$ cat config.mk
export PLATFORM = sky130hd
export DESIGN_NAME = spi_slave_command_receiver
export DESIGN_NICKNAME = d
export VERILOG_FILES = /design/src/rtl/spi_slave_pkg.sv /design/src/rtl/spi_slave_command_receiver_if.sv /design/src/rtl/spi_pin_synchronizer.sv /design/src/rtl/spi_slave_command_receiver.sv
export SDC_FILE = /design/constraint.sdc
export NUM_CORES = 1
export LEC_CHECK = 0
export BUFFER_PORTS_ARGS = -buffer_cell sky130_fd_sc_hd__buf_2
export CORE_UTILIZATION = 45
export DETAILED_ROUTE_END_ITERATION = 10
export PLACE_DENSITY_LB_ADDON = 0.08
export SLEW_MARGIN = 20
export SYNTH_ARGS = -nofsm -noshare
export SYNTH_HDL_FRONTEND = slang
export SYNTH_SLANG_ARGS = --single-unit
$ cat constraint.sdc
create_clock -name clock -period 3.4 [get_ports clock]
set_input_delay 0.17 -clock clock [delete_from_list [all_inputs] [get_ports clock]]
set_output_delay 0.17 -clock clock [all_outputs]
set_load 0.01 [all_outputs]
$ cat src/rtl/spi_slave_pkg.sv
// Shared types, field widths and CRC7 helper for the SPI slave command path.
package spi_slave_pkg;

    localparam int CMD_W      = 6;
    localparam int ARG_W      = 32;
    localparam int CRC_W      = 7;
    localparam int FRAME_BITS = 48;
    localparam int SHADOW_W   = CMD_W + ARG_W;

    localparam logic [CRC_W-1:0] CRC7_POLY = 7'h09;

    typedef enum logic [2:0] {
        ST_IDLE,
        ST_HUNT,
        ST_TXBIT,
        ST_CMD,
        ST_ARG,
        ST_CRC,
        ST_ENDBIT
    } state_e;

    function automatic logic [CRC_W-1:0] crc7_next(
        input logic [CRC_W-1:0] crc,
        input logic             b
    );
        logic fb;
        fb = crc[CRC_W-1] ^ b;
        return {crc[CRC_W-2:0], 1'b0} ^ (fb ? CRC7_POLY : '0);
    endfunction

endpackage

$ cat src/rtl/spi_slave_command_receiver_if.sv
// Raw SPI pin bundle: the bus master drives it, the slave front end samples it.
interface spi_slave_command_receiver_if;

    logic sclk;
    logic cs_n;
    logic mosi;

    modport master (output sclk, output cs_n, output mosi);
    modport slave  (input  sclk, input  cs_n, input  mosi);

endinterface

$ cat src/rtl/spi_pin_synchronizer.sv
// Multi-flop synchronizers for the SPI pins plus a rising-SCLK strobe.
module spi_pin_synchronizer #(
    parameter int SYNC_STAGES = 2
) (
    input  logic                          clock,
    input  logic                          reset,
    spi_slave_command_receiver_if.slave   pins,
    output logic                          cs_n_o,
    output logic                          mosi_o,
    output logic                          sclk_rise_o
);

    logic [SYNC_STAGES-1:0] sclk_q;
    logic [SYNC_STAGES-1:0] cs_n_q;
    logic [SYNC_STAGES-1:0] mosi_q;
    logic                   sclk_prev_q;

    // Idle bus levels on reset so nothing looks like a select or an edge.
    always_ff @(posedge clock or posedge reset) begin
        if (reset) begin
            sclk_q      <= '0;
            cs_n_q      <= '1;
            mosi_q      <= '1;
            sclk_prev_q <= 1'b0;
        end else begin
            sclk_q      <= {sclk_q[SYNC_STAGES-2:0], pins.sclk};
            cs_n_q      <= {cs_n_q[SYNC_STAGES-2:0], pins.cs_n};
            mosi_q      <= {mosi_q[SYNC_STAGES-2:0], pins.mosi};
            sclk_prev_q <= sclk_q[SYNC_STAGES-1];
        end
    end

    assign cs_n_o      = cs_n_q[SYNC_STAGES-1];
    assign mosi_o      = mosi_q[SYNC_STAGES-1];
    assign sclk_rise_o = sclk_q[SYNC_STAGES-1] & ~sclk_prev_q;

endmodule

$ cat src/rtl/spi_slave_command_receiver.sv
// SD-style 48-bit command frame deframer with CRC7 and framing status.
module spi_slave_command_receiver
    import spi_slave_pkg::*;
#(
    parameter int SYNC_STAGES = 2
) (
    input  logic             clock,
    input  logic             reset,
    input  logic             io_SCLK,
    input  logic             io_CS_n,
    input  logic             io_MOSI,
    output logic [CMD_W-1:0] io_Command,
    output logic [ARG_W-1:0] io_CommandArgument,
    output logic             io_ArgumentReadFinished,
    output logic             io_FrameDone,
    output logic             io_CrcError,
    output logic             io_FramingError,
    output logic             io_Busy
);

    spi_slave_command_receiver_if pins ();

    assign pins.sclk = io_SCLK;
    assign pins.cs_n = io_CS_n;
    assign pins.mosi = io_MOSI;

    logic cs_n_s;
    logic mosi_s;
    logic rise_s;

    spi_pin_synchronizer #(
        .SYNC_STAGES (SYNC_STAGES)
    ) u_sync (
        .clock       (clock),
        .reset       (reset),
        .pins        (pins),
        .cs_n_o      (cs_n_s),
        .mosi_o      (mosi_s),
        .sclk_rise_o (rise_s)
    );

    state_e              state_q;
    logic [5:0]          cnt_q;
    logic [SHADOW_W-1:0] shadow_q;
    logic [CRC_W-1:0]    crc_q;
    logic [CRC_W-1:0]    rxcrc_q;
    logic                crc_bad_q;
    logic                txerr_q;
    logic [CMD_W-1:0]    cmd_q;
    logic [ARG_W-1:0]    arg_q;
    logic                arf_q;
    logic                done_q;
    logic                crc_err_q;
    logic                frm_err_q;

    logic [SHADOW_W-1:0] shadow_d;
    logic [CRC_W-1:0]    rxcrc_d;

    assign shadow_d = {shadow_q[SHADOW_W-2:0], mosi_s};
    assign rxcrc_d  = {rxcrc_q[CRC_W-2:0], mosi_s};

    always_ff @(posedge clock or posedge reset) begin
        if (reset) begin
            state_q   <= ST_IDLE;
            cnt_q     <= '0;
            shadow_q  <= '0;
            crc_q     <= '0;
            rxcrc_q   <= '0;
            crc_bad_q <= 1'b0;
            txerr_q   <= 1'b0;
            cmd_q     <= '0;
            arg_q     <= '0;
            arf_q     <= 1'b0;
            done_q    <= 1'b0;
            crc_err_q <= 1'b0;
            frm_err_q <= 1'b0;
        end else begin
            done_q <= 1'b0;
            // Deselect drops the frame; published outputs stay untouched.
            if (cs_n_s && state_q != ST_IDLE) begin
                state_q  <= ST_IDLE;
                shadow_q <= '0;
            end else if (state_q == ST_IDLE) begin
                if (!cs_n_s) state_q <= ST_HUNT;
            end else if (rise_s) begin
                unique case (state_q)
                    ST_HUNT: begin
                        if (!mosi_s) begin
                            state_q <= ST_TXBIT;
                            cnt_q   <= '0;
                            arf_q   <= 1'b0;
                            crc_q   <= crc7_next('0, mosi_s);
                        end
                    end
                    ST_TXBIT: begin
                        txerr_q <= !mosi_s;
                        crc_q   <= crc7_next(crc_q, mosi_s);
                        state_q <= ST_CMD;
                        cnt_q   <= 6'(CMD_W - 1);
                    end
                    ST_CMD: begin
                        shadow_q <= shadow_d;
                        crc_q    <= crc7_next(crc_q, mosi_s);
                        cnt_q    <= cnt_q - 6'd1;
                        if (cnt_q == '0) begin
                            state_q <= ST_ARG;
                            cnt_q   <= 6'(ARG_W - 1);
                        end
                    end
                    ST_ARG: begin
                        shadow_q <= shadow_d;
                        crc_q    <= crc7_next(crc_q, mosi_s);
                        cnt_q    <= cnt_q - 6'd1;
                        if (cnt_q == '0) begin
                            state_q <= ST_CRC;
                            cnt_q   <= 6'(CRC_W - 1);
                            cmd_q   <= shadow_d[SHADOW_W-1:ARG_W];
                            arg_q   <= shadow_d[ARG_W-1:0];
                            arf_q   <= 1'b1;
                        end
                    end
                    ST_CRC: begin
                        rxcrc_q <= rxcrc_d;
                        cnt_q   <= cnt_q - 6'd1;
                        if (cnt_q == '0) begin
                            crc_bad_q <= (rxcrc_d != crc_q);
                            state_q   <= ST_ENDBIT;
                            cnt_q     <= '0;
                        end
                    end
                    ST_ENDBIT: begin
                        done_q    <= 1'b1;
                        crc_err_q <= crc_bad_q;
                        frm_err_q <= txerr_q | !mosi_s;
                        state_q   <= ST_HUNT;
                        cnt_q     <= '0;
                    end
                    default: state_q <= ST_IDLE;
                endcase
            end
        end
    end

    assign io_Command              = cmd_q;
    assign io_CommandArgument      = arg_q;
    assign io_ArgumentReadFinished = arf_q;
    assign io_FrameDone            = done_q;
    assign io_CrcError             = crc_err_q;
    assign io_FramingError         = frm_err_q;
    assign io_Busy = (state_q != ST_IDLE) && (state_q != ST_HUNT);

endmodule
### Word level (Yosys, flattened, before mapping)

Cells that the tools add are included.

| word-level totals | value |
|---|---|
| output and inout bits | 43 |
| flip-flop bits (word level) | 110 |
| logic and storage cells | 93 |
| input port bits | 5 |

| operators by class | value |
|---|---|
| equality and inequality tests | 16 |
| reductions and logical operators | 24 |
| bitwise gates (word level) | 7 |
| mux-type cells | 28 |
| add/subtract/negate cells | 1 |

Operators with widths:

| operator | number |
|---|---|
| $mux W37 | 4 |
| $pmux W6 S6 | 1 |
| $mux W3 | 8 |
| $mux W6 | 4 |
| $reduce_and A5 Y1 | 4 |
| $pmux W3 S6 | 1 |
| $ne A4 B4 Y1 const B | 4 |
| $pmux W7 S2 | 1 |
| $reduce_and A4 Y1 | 3 |
| $reduce_and A6 Y1 | 2 |
| $eq A3 B3 Y1 const B | 3 |
| $reduce_bool A2 Y1 | 4 |
| $mux W7 | 1 |
| $ne A7 B7 Y1 | 1 |
| $xor A7 B4 Y7 | 1 |
| $eq A3 B2 Y1 const B | 2 |
| $logic_not A6 Y1 | 1 |
| $mux W1 | 6 |
| $ne A2 B2 Y1 const B | 3 |
| $reduce_bool A3 Y1 | 2 |
| $reduce_bool A6 Y1 | 1 |
| $sub A6 B1 Y6 const B | 1 |
| $mux W4 | 1 |
| $eq A3 B1 Y1 const B | 1 |
| other kinds (13) | 16 |

### Longest topological paths before layout

Gate-level depths: netlist of run 1.

| depth | value |
|---|---|
| depth in word-level cells | 6 |
| gate-level depth with buffers | 8 |
| mapped depth without buffers | 7 |

### By module

Synthesis of run 1 repeated with hierarchy kept, for this count alone.

| second synthesis, totals | value |
|---|---|
| cells, all modules | 418 |
| area total of the unflattened synthesis | 4,770.8 µm² |

By module, submodules not included:

| module | area each (µm²) | cells each | instances |
|---|---|---|---|
| spi_slave_command_receiver | 4,573.1 | 409 | 1 |
| spi_pin_synchronizer | 197.7 | 9 | 1 |

### Least setup slack after synthesis of run 1

OpenSTA, ideal clock, no wires.

| timing | value |
|---|---|
| kind | reg2reg |
| from | register cnt_q[0] |
| to | register arg_q[0], in the netlist io_CommandArgument[0] |
| clock period less this slack | 1.985 ns |
| required time | 3.275 ns |
| setup time | 0.125 ns |
| cell stages (with the launch flop) | 9 |
| arrival | 1.860 ns |
| path buffers | 2 |
| slack | 1.415 ns |
| cells stage by stage | dfrtp_1 > inv_1 > ha_1 > or3b_4 > nor2_8 > nand3_2 > buf_6 > buf_6 > mux2_4 |

| on the way | value |
|---|---|
| word-level cells in the longest chain between the ends | 2 |

RTL lines:

| what | line | RTL |
|---|---|---|
| from (decl) | spi_slave_command_receiver.sv:43 | `logic [5:0] cnt_q;` |
| from (signal assigned) | spi_slave_command_receiver.sv:99 | `cnt_q <= 6'(CMD_W - 1);` |
| from (signal assigned) | spi_slave_command_receiver.sv:104 | `cnt_q <= cnt_q - 6'd1;` |
| from (signal assigned) | spi_slave_command_receiver.sv:107 | `cnt_q <= 6'(ARG_W - 1);` |
| $logic_not A6 Y1 | spi_slave_command_receiver.sv:114 | `if (cnt_q == '0) begin` |
| $reduce_and A5 Y1 (no line) | -- |  |
| to (signal assigned) | spi_slave_command_receiver.sv:118 | `arg_q <= shadow_d[ARG_W-1:0];` |
| to (decl) | spi_slave_command_receiver.sv:50 | `logic [ARG_W-1:0] arg_q;` |

No other way between the ends.
A chain may end at the register's enable or synchronous reset.

### Worst setup path in the final report of run 1

| timing | value |
|---|---|
| from | register state_q[2] |
| to | register cnt_q[5] |

| on the way | value |
|---|---|
| word-level cells in the longest chain between the ends | 4 |
| elaborated cells on any way between the ends | 15 |
| those cells by class | eq/ne (7); mux (1); bitwise (2); reduce/logical (5) |

RTL lines:

| what | line | RTL |
|---|---|---|
| from (decl) | spi_slave_command_receiver.sv:42 | `state_e state_q;` |
| from (signal assigned) | spi_slave_command_receiver.sv:64 | `state_q <= ST_IDLE;` |
| from (signal assigned) | spi_slave_command_receiver.sv:81 | `state_q <= ST_IDLE;` |
| from (signal assigned) | spi_slave_command_receiver.sv:84 | `if (!cs_n_s) state_q <= ST_HUNT;` |
| parallel branches: the longest is 4 deep, another holds $reduce_bool A6 Y1 | -- |  |

Several ways; the timed one is not identified.

==> results.tsv, run 1 <==
metric	value	unit
outcome	complete, no violations	
maxCapViolations	0	
slew_headroom	46.24	%
synth_area	0.004674	mm2
avgRoutedWirePerCell	14.65	um
cp-start-kind	register	
ys_seq_elements	110	
tritoncts	yes	
ys_seq_area_share	58.99	%
antenna_cells	0	
clk_path_buf_depth	2	
insertion_delay	0.38	ns
reg2reg_slack	1.22	ns
ys.flop_type	dfrtp_1	
grt_usage	17.80	%
synthAdderAreaFrac	0.8030	%
critPathSlowestCell	dfrtp_1	
fillers	886	
p_sw	0.5756	mW
rsz0062_at_grt	false	
setup-violations-final	0	
cts-root-buf	clkbuf_8	
netlist_instances	423	
overflow	0	
power_frac_comb	5.7	%
port_buffers	47	
tightest_slew	0.8064	ns
sequentialPowerShare	58.4	%
p_clk_share	35.9	%
synth_compound_area_share	10.79	%
antenna_found_initial	0	
ir_drop	0.2968	mV
h-tree-depth	3	
synth.distinct_cells	50	
area_growth	12.39	%
synth_edf_count	0	
finalCriticalPeriod	2.180	ns
fmax	458.7	MHz
grt_pass1_vias	3084	
skew	0.01226	ns
leakage	2.588	nW
whs_path_depth	0	
final_core_util	53.02	%
muxShareOfSynthArea	11.56	%
crit_required	3.66	ns
internal_power	1.717	mW
synth_top_family_by_area	simple AND/OR/NAND/NOR gates	
async_flop_share	100.0	%
path_class	register to register	
postRouteAntennaNets	0	
firstDrtPassIters	4	
cts.sinks	110	
die_h	103.9	um
vias	3125	
synth_xor_area_share	1.874	%
post-dp-hpwl	5541	um
crit_path_cell_trace	clkinv_1, ha_1, o221ai_1, o41ai_1	
clkSlewWorstSetupHoldPaths	0.11	ns
fin_nets	473	
cp_max_fo	15	
fp.dieW	103.9	um
fp.coreArea	0.009910	mm2
cts_resized	0	
dieArea	0.01080	mm2
syn_area_per_cell	11.05	um2
hold_violations	0	
wl	8833	um
grt_pass1_wl	15320	um
ys_warn_count	0	
dp_slack	1.194	ns
p_sw_share	25.11	%
drive_gt1_share	25.96	%
synth-simple-area-share	12.61	%
powerDensity	436.3	mW/mm2
ioPinCount	48	
arrival	2.44	ns
post-route-period-util	64.12	%
numCtsBuffers	9	
slew_violations	0	
drc	0	
worst_slack	1.220	ns
synth_nets	431	
drtIter0Drc	86	
grt_max_degree	66	
cpPeakStageDelay	0.62	ns
hold_buffers	4	
cp-end-kind	register	
hold_class	register to register	
r2r_cells	4	
postCtsSetupBuffers	0	
gp_congestion	0.8743	
finalSetupTns	0	ns
start_util	47.17	%
p_total	2.292	mW
rows	36	
via_per_inst	5.182	
[power groups by stage]
| stage | Sequential (mW) | Clock [mW] | Combinational (mW) |
|---|---|---|---|
| finish | 1.34 | 0.823 | 0.130 |
| global route | 1.34 | 0.903 | 0.150 |
| CTS | 1.34 | 0.852 | 0.132 |
| detailed placement | 1.36 | 0 | 0.127 |
| global placement | 1.36 | 0 | 0.126 |
| floorplan | 1.35 | 0 | 0.106 |
[registers in the layout, indices dropped and copies added, names as in the netlist, 2 cells and up]
name	cells
cnt_q	6
crc_q	7
io_Command	6
io_CommandArgument	32
rxcrc_q	6
shadow_q	37
state_q	3
u_sync.cs_n_q	2
u_sync.mosi_q	2
u_sync.sclk_q	2
[logic make-up (layout without fill, tap and decap cells)]
| logic type | after synthesis | after routing |
|---|---|---|
| flops | 110 | 110 |
| mux | 45 | 45 |
| compound gates | 86 | 86 |
| fa+ha+maj | 3 | 3 |
| xor+xnor | 10 | 10 |
| simple gates | 135 | 135 |
| buf+inv | 34 | 81 |
[stage by stage]
| stage | hold slack (ns) | instances | instance area (um2) |
|---|---|---|---|
| final | 0.3613 | 603 | 5254 |
| after global routing | 0.3677 | 603 | 5254 |
| after CTS | 0.3620 | 603 | 5254 |
| after detailed placement | 0.2769 | 583 | 5005 |
| after global placement | 0.2754 | 583 | 5005 |
| after floorplan | 0.1745 | 423 | 4674 |
[cell usage in the layout, fill, tap and decap left out, types with 5 or more instances in the layout]
cell type,netlist,routed
nor2_1,11,11
inv_1,8,7
mux2_2,36,36
xnor2_1,6,6
clkbuf_8,0,9
buf_2,12,47
nand3_1,5,5
dfrtp_1,106,106
mux2_4,9,9
nand2_1,97,97
a21oi_1,46,46
o21ai_0,13,13
[cell usage after synthesis (2+ instances only)]
| cell | count | area, um2 |
|---|---|---|
| inv_1 | 8 | 30.03 |
| nand2_1 | 97 | 364.1 |
| dfrtp_1 | 106 | 2653 |
| nor2b_1 | 4 | 25.02 |
| a21oi_1 | 46 | 230.2 |
| buf_2 | 12 | 60.06 |
| o2bb2ai_1 | 2 | 17.52 |
| o21ai_0 | 13 | 65.06 |
| nor3_1 | 3 | 15.01 |
| xor2_1 | 4 | 35.03 |
| o211ai_1 | 2 | 15.01 |
| a31oi_1 | 3 | 18.77 |
| mux2_2 | 36 | 405.4 |
| nor2_1 | 11 | 41.29 |
| mux2_4 | 9 | 135.1 |
| nand2b_1 | 3 | 18.77 |
| ha_1 | 3 | 37.54 |
| nand3_1 | 5 | 25.02 |
| dfstp_2 | 4 | 105.1 |
| xnor2_1 | 6 | 52.55 |
| o22ai_1 | 2 | 12.51 |
| nand4_1 | 3 | 18.77 |
| buf_6 | 2 | 22.52 |
| o31ai_1 | 2 | 15.01 |
| clkbuf_1 | 11 | 41.29 |
| o21ai_1 | 2 | 10.01 |
[worst max-delay path, delay by kind of cell, from the launching register on]
kind | cells | cell delay, ns
buffers and inverters | 1 | 0.36
AOI/OAI and AO/OA | 2 | 0.58
adders and majority gates | 1 | 0.49
DFF | 1 | 0.62
[path summary, 6_finish.rpt]
path	from	end
max	state_q[2]	cnt_q[5]
min	u_sync.mosi_q[0]	u_sync.mosi_q[1]
max reg2reg	state_q[2]	cnt_q[5]
min reg2reg	u_sync.mosi_q[0]	u_sync.mosi_q[1]
max in group asynchronous	reset	u_sync.cs_n_q[0]
min in group asynchronous	reset	shadow_q[17]
[area by class of cell]
cell class              count  area, um2  share of cell area, %
multi-input cells         279       1759                  33.48
flip-flops and latches    110       2758                  52.49
clock inverters             6      81.33                  1.548
clock buffers              10      127.6                  2.429
repair buffers             56      325.3                  6.192
well taps                 133      166.4                  3.167
inverters                   9      36.28                 0.6906
[layer usage]
layer / routed length, um / GRT usage [%] / share of wire, %
met1: 4166 / 24.12 / 47
met5: 0 / 0 / 0
met3: 378 / 4.887 / 4.3
met4: 123 / 5.816 / 1.4
met2: 4164 / 27.81 / 47
No activity file was read; power rests on OpenSTA's default activity.
==> inputs of run 2 (changes only) <==
--- a/config.mk
+++ b/config.mk
@@ -5,6 +5,7 @@
 export SDC_FILE = /design/constraint.sdc
 export NUM_CORES = 1
 export LEC_CHECK = 0
+export ABC_AREA = 1
 export BUFFER_PORTS_ARGS = -buffer_cell sky130_fd_sc_hd__buf_2
 export CORE_UTILIZATION = 45
 export DETAILED_ROUTE_END_ITERATION = 10
==> constraint.sdc (replaced) <==
create_clock -name clock -period 1.9 [get_ports clock]
set_input_delay 0.095 -clock clock [delete_from_list [all_inputs] [get_ports clock]]
set_output_delay 0.095 -clock clock [all_outputs]
set_load 0.01 [all_outputs]
==> run 2 against run 1 <==
  * Non-clock buffer count increased by 3
  * Die area grew 1.3%
  * Fmax is 32% higher
  * Core utilization shrank 1.3 points
  * First-iteration DRC count rose by 78%
  * Power increased by 140%
  * Largest power group unchanged
  * Count of clock-buffer cells in the layout rose by 2
  * Combinational power grew to 13 times the previous value
==> results.tsv, run 2 <==
metric	value	unit	change
critPathSlowestCell	dfrtp_1		unchanged
whs_path_depth	0		unchanged
grt_pass1_wl	15890	um	was 15320 um
setup-violations-final	0		unchanged
sequentialPowerShare	47.9	%	was 58.4%
power_frac_comb	29.7	%	was 5.7%
wl	8870	um	was 8833 um
numCtsBuffers	9		unchanged
tightest_slew	0.7362	ns	was 0.8064 ns
drc	0		unchanged
port_buffers	47		unchanged
netlist.area_leader.share	55.98	%	was 56.75%
skew	0.005490	ns	was 0.01226 ns
grt_max_degree	77		was 66
maxCapViolations	0		unchanged
firstDrtPassIters	4		unchanged
synth_nets	513		was 431
start_util	46.10	%	was 47.17%
outcome	complete, no violations		unchanged
hold_end	u_sync.sclk_q[1]		was u_sync.mosi_q[1]
post-route-period-util	86.61	%	was 64.12%
grt_usage	18.19	%	was 17.80%
powerDensity	1037	mW/mm2	was 436.3 mW/mm2
yosysTopAreaCell	dfrtp_1		unchanged
synth.distinct_cells	31		was 50
final_common_cell	nand2_1		was dfrtp_1
r2r-end	shadow_q[16]		was cnt_q[5]
fin_nets	563		was 473
path_class	register to register		unchanged
finalCriticalPeriod	1.646	ns	was 2.180 ns
reg2reg_slack	0.25	ns	was 1.22 ns
clkSlewWorstSetupHoldPaths	0.10	ns	was 0.11 ns
post-synth-top-count-cell	nand2_1		was dfrtp_1
worst_slack	0.2544	ns	was 1.220 ns
crit_required	2.19	ns	was 3.66 ns
netlist_instances	505		was 423
rsz0062_at_grt	false		unchanged
overflow	0		unchanged
p_sw	2.031	mW	was 0.5756 mW
clk_path_buf_depth	2		unchanged
area_growth	12.28	%	was 12.39%
final_cell_mix	nand2_1, dfrtp_1, o21ai_0		was dfrtp_1, nand2_1, buf_2
cts-root-buf	clkbuf_8		unchanged
cp-start-kind	register		unchanged
place_inst	676		was 583
h-tree-depth	3		unchanged
async_flop_share	100.0	%	unchanged
cts.sinks	110		unchanged
hold_violations	0		unchanged
final_core_util	51.77	%	was 53.02%
largest-register	shadow_q		unchanged
via_per_inst	4.912		was 5.182
gp_congestion	0.8235		was 0.8743
leakage	2.600	nW	was 2.588 nW
arrival	1.93	ns	was 2.44 ns
worstHoldStart	u_sync.sclk_q[0]		was u_sync.mosi_q[0]
vias	3414		was 3125
avgRoutedWirePerCell	12.76	um	was 14.65 um
p_clk_share	22.4	%	was 35.9%
finalNonFillerCells	695		was 603
ys_warn_count	0		unchanged
fp.dieW	104.6	um	was 103.9 um
cpPeakStageDelay	0.46	ns	was 0.62 ns
dp_slack	0.2747	ns	was 1.194 ns
rr_startpoint	state_q[2]		unchanged
fmax	607.7	MHz	was 458.7 MHz
die_h	104.6	um	was 103.9 um
postRouteAntennaNets	0		unchanged
tritoncts	yes		unchanged
insertion_delay	0.36	ns	was 0.38 ns
cp_max_fo	34		was 15
synth_commonest_cells	nand2_1, dfrtp_1, o21ai_0		was dfrtp_1, nand2_1, a21oi_1
drtIter0Drc	153		was 86
ys_seq_elements	110		unchanged
cp-end-kind	register		unchanged
syn_area_per_cell	9.383	um2	was 11.05 um2
finalSetupTns	0	ns	unchanged
post-dp-hpwl	5975	um	was 5541 um
synth_area	0.004738	mm2	was 0.004674 mm2
largest_reg_flops	37		unchanged
ys_seq_area_share	58.20	%	was 58.99%
crit_path_cell_trace	inv_2, nand2_2, nand2_1, buf_4, nand3_1, o21ai_0		was clkinv_1, ha_1, o221ai_1, o41ai_1
ioPinCount	48		unchanged
slew_headroom	50.82	%	was 46.24%
hold_class	register to register		unchanged
internal_power	3.489	mW	was 1.717 mW
antenna_found_initial	0		unchanged
fillers	1004		was 886
antenna_cells	0		unchanged
rows	37		was 36
slew_violations	0		unchanged
ys.flop_type	dfrtp_1		unchanged
p_total	5.519	mW	was 2.292 mW
dieArea	0.01094	mm2	was 0.01080 mm2
postCtsSetupBuffers	0		unchanged
r2r_cells	6		was 4
synth_area_leaders	dfrtp_1, nand2_1, o21ai_0		was dfrtp_1, mux2_2, nand2_1
fp.coreArea	0.01028	mm2	was 0.009910 mm2
p_sw_share	36.79	%	was 25.11%
drive_gt1_share	19.86	%	was 25.96%
synth_edf_count	0		unchanged
grt_pass1_vias	3278		was 3084
ir_drop	0.5929	mV	was 0.2968 mV
-- run 2: logic make-up after synthesis --
kind of cell / Yosys count / share of synthesized area, %
compound gates: 102 / 12.36
buf+inv: 86 / 8.318
fa+ha+maj: 3 / 0.7923
xor+xnor: 10 / 1.848
simple gates: 194 / 18.48
flops: 110 / 58.20
-- run 2: worst max path at each step --
| stage | startpoint | to | slack, ns | depth (start not counted) |
|---|---|---|---|---|
| floorplan | cnt_q[0] | io_CommandArgument[28] | 0.39 | 9 |
| global route | state_q[2] | shadow_q[20] | 0.09 | 6 |
| CTS | state_q[2] | shadow_q[20] | 0.25 | 6 |
| finish | state_q[2] | shadow_q[16] | 0.25 | 6 |
| global placement | state_q[0] | shadow_q[23] | 0.33 | 6 |
| detailed placement | state_q[2] | shadow_q[20] | 0.27 | 6 |
-- run 2: area by class of cell --
class	count	area, um2	area share, %
Timing Repair Buffer	59	397.9	7.479
Clock inverter	3	21.27	0.3998
Sequential cell	110	2758	51.83
Inverter	66	251.5	4.727
Clock buffer	12	135.1	2.540
Multi-Input combinational cell	309	1587	29.82
Tap cell	136	170.2	3.198
-- run 2: worst max-delay path, delay by kind of cell, from the launching register on --
| family | cells | cell delay [ns] |
|---|---|---|
| simple gates | 3 | 0.47 |
| compound gates | 1 | 0.09 |
| flops | 1 | 0.46 |
| buf+inv | 2 | 0.55 |
-- run 2: metal layers --
metal  track usage [%]  up-vias  share of wire (%)
li1                  -     1719                  -
met1             26.63     1614                 52
met2             27.11       69                 43
met3             2.807       12                3.0
met4             7.445        0                1.8
met5                 0        -                  0
-- run 2: through the flow --
stage	hold slack, ns	instance area (um2)
finish	0.3581	5320
global route	0.3543	5320
CTS	0.3463	5320
detailed placement	0.2014	5124
global placement	0.2010	5124
floorplan	0.09948	4742
-- run 2: repair_timing --
item | CTS | global route
hold buffers | 4 | 0
resized for setup | 0 | 0
endpoints found under the hold margin | 32 | 0
-- run 2: power groups by stage --
stage	Combinational (mW)	Clock, mW	Sequential, mW
final	1.64	1.24	2.64
after global routing	1.89	1.37	2.67
after CTS	1.65	1.29	2.64
after detailed placement	1.64	0	2.69
after global placement	1.63	0	2.68
after floorplan	1.24	0	2.66
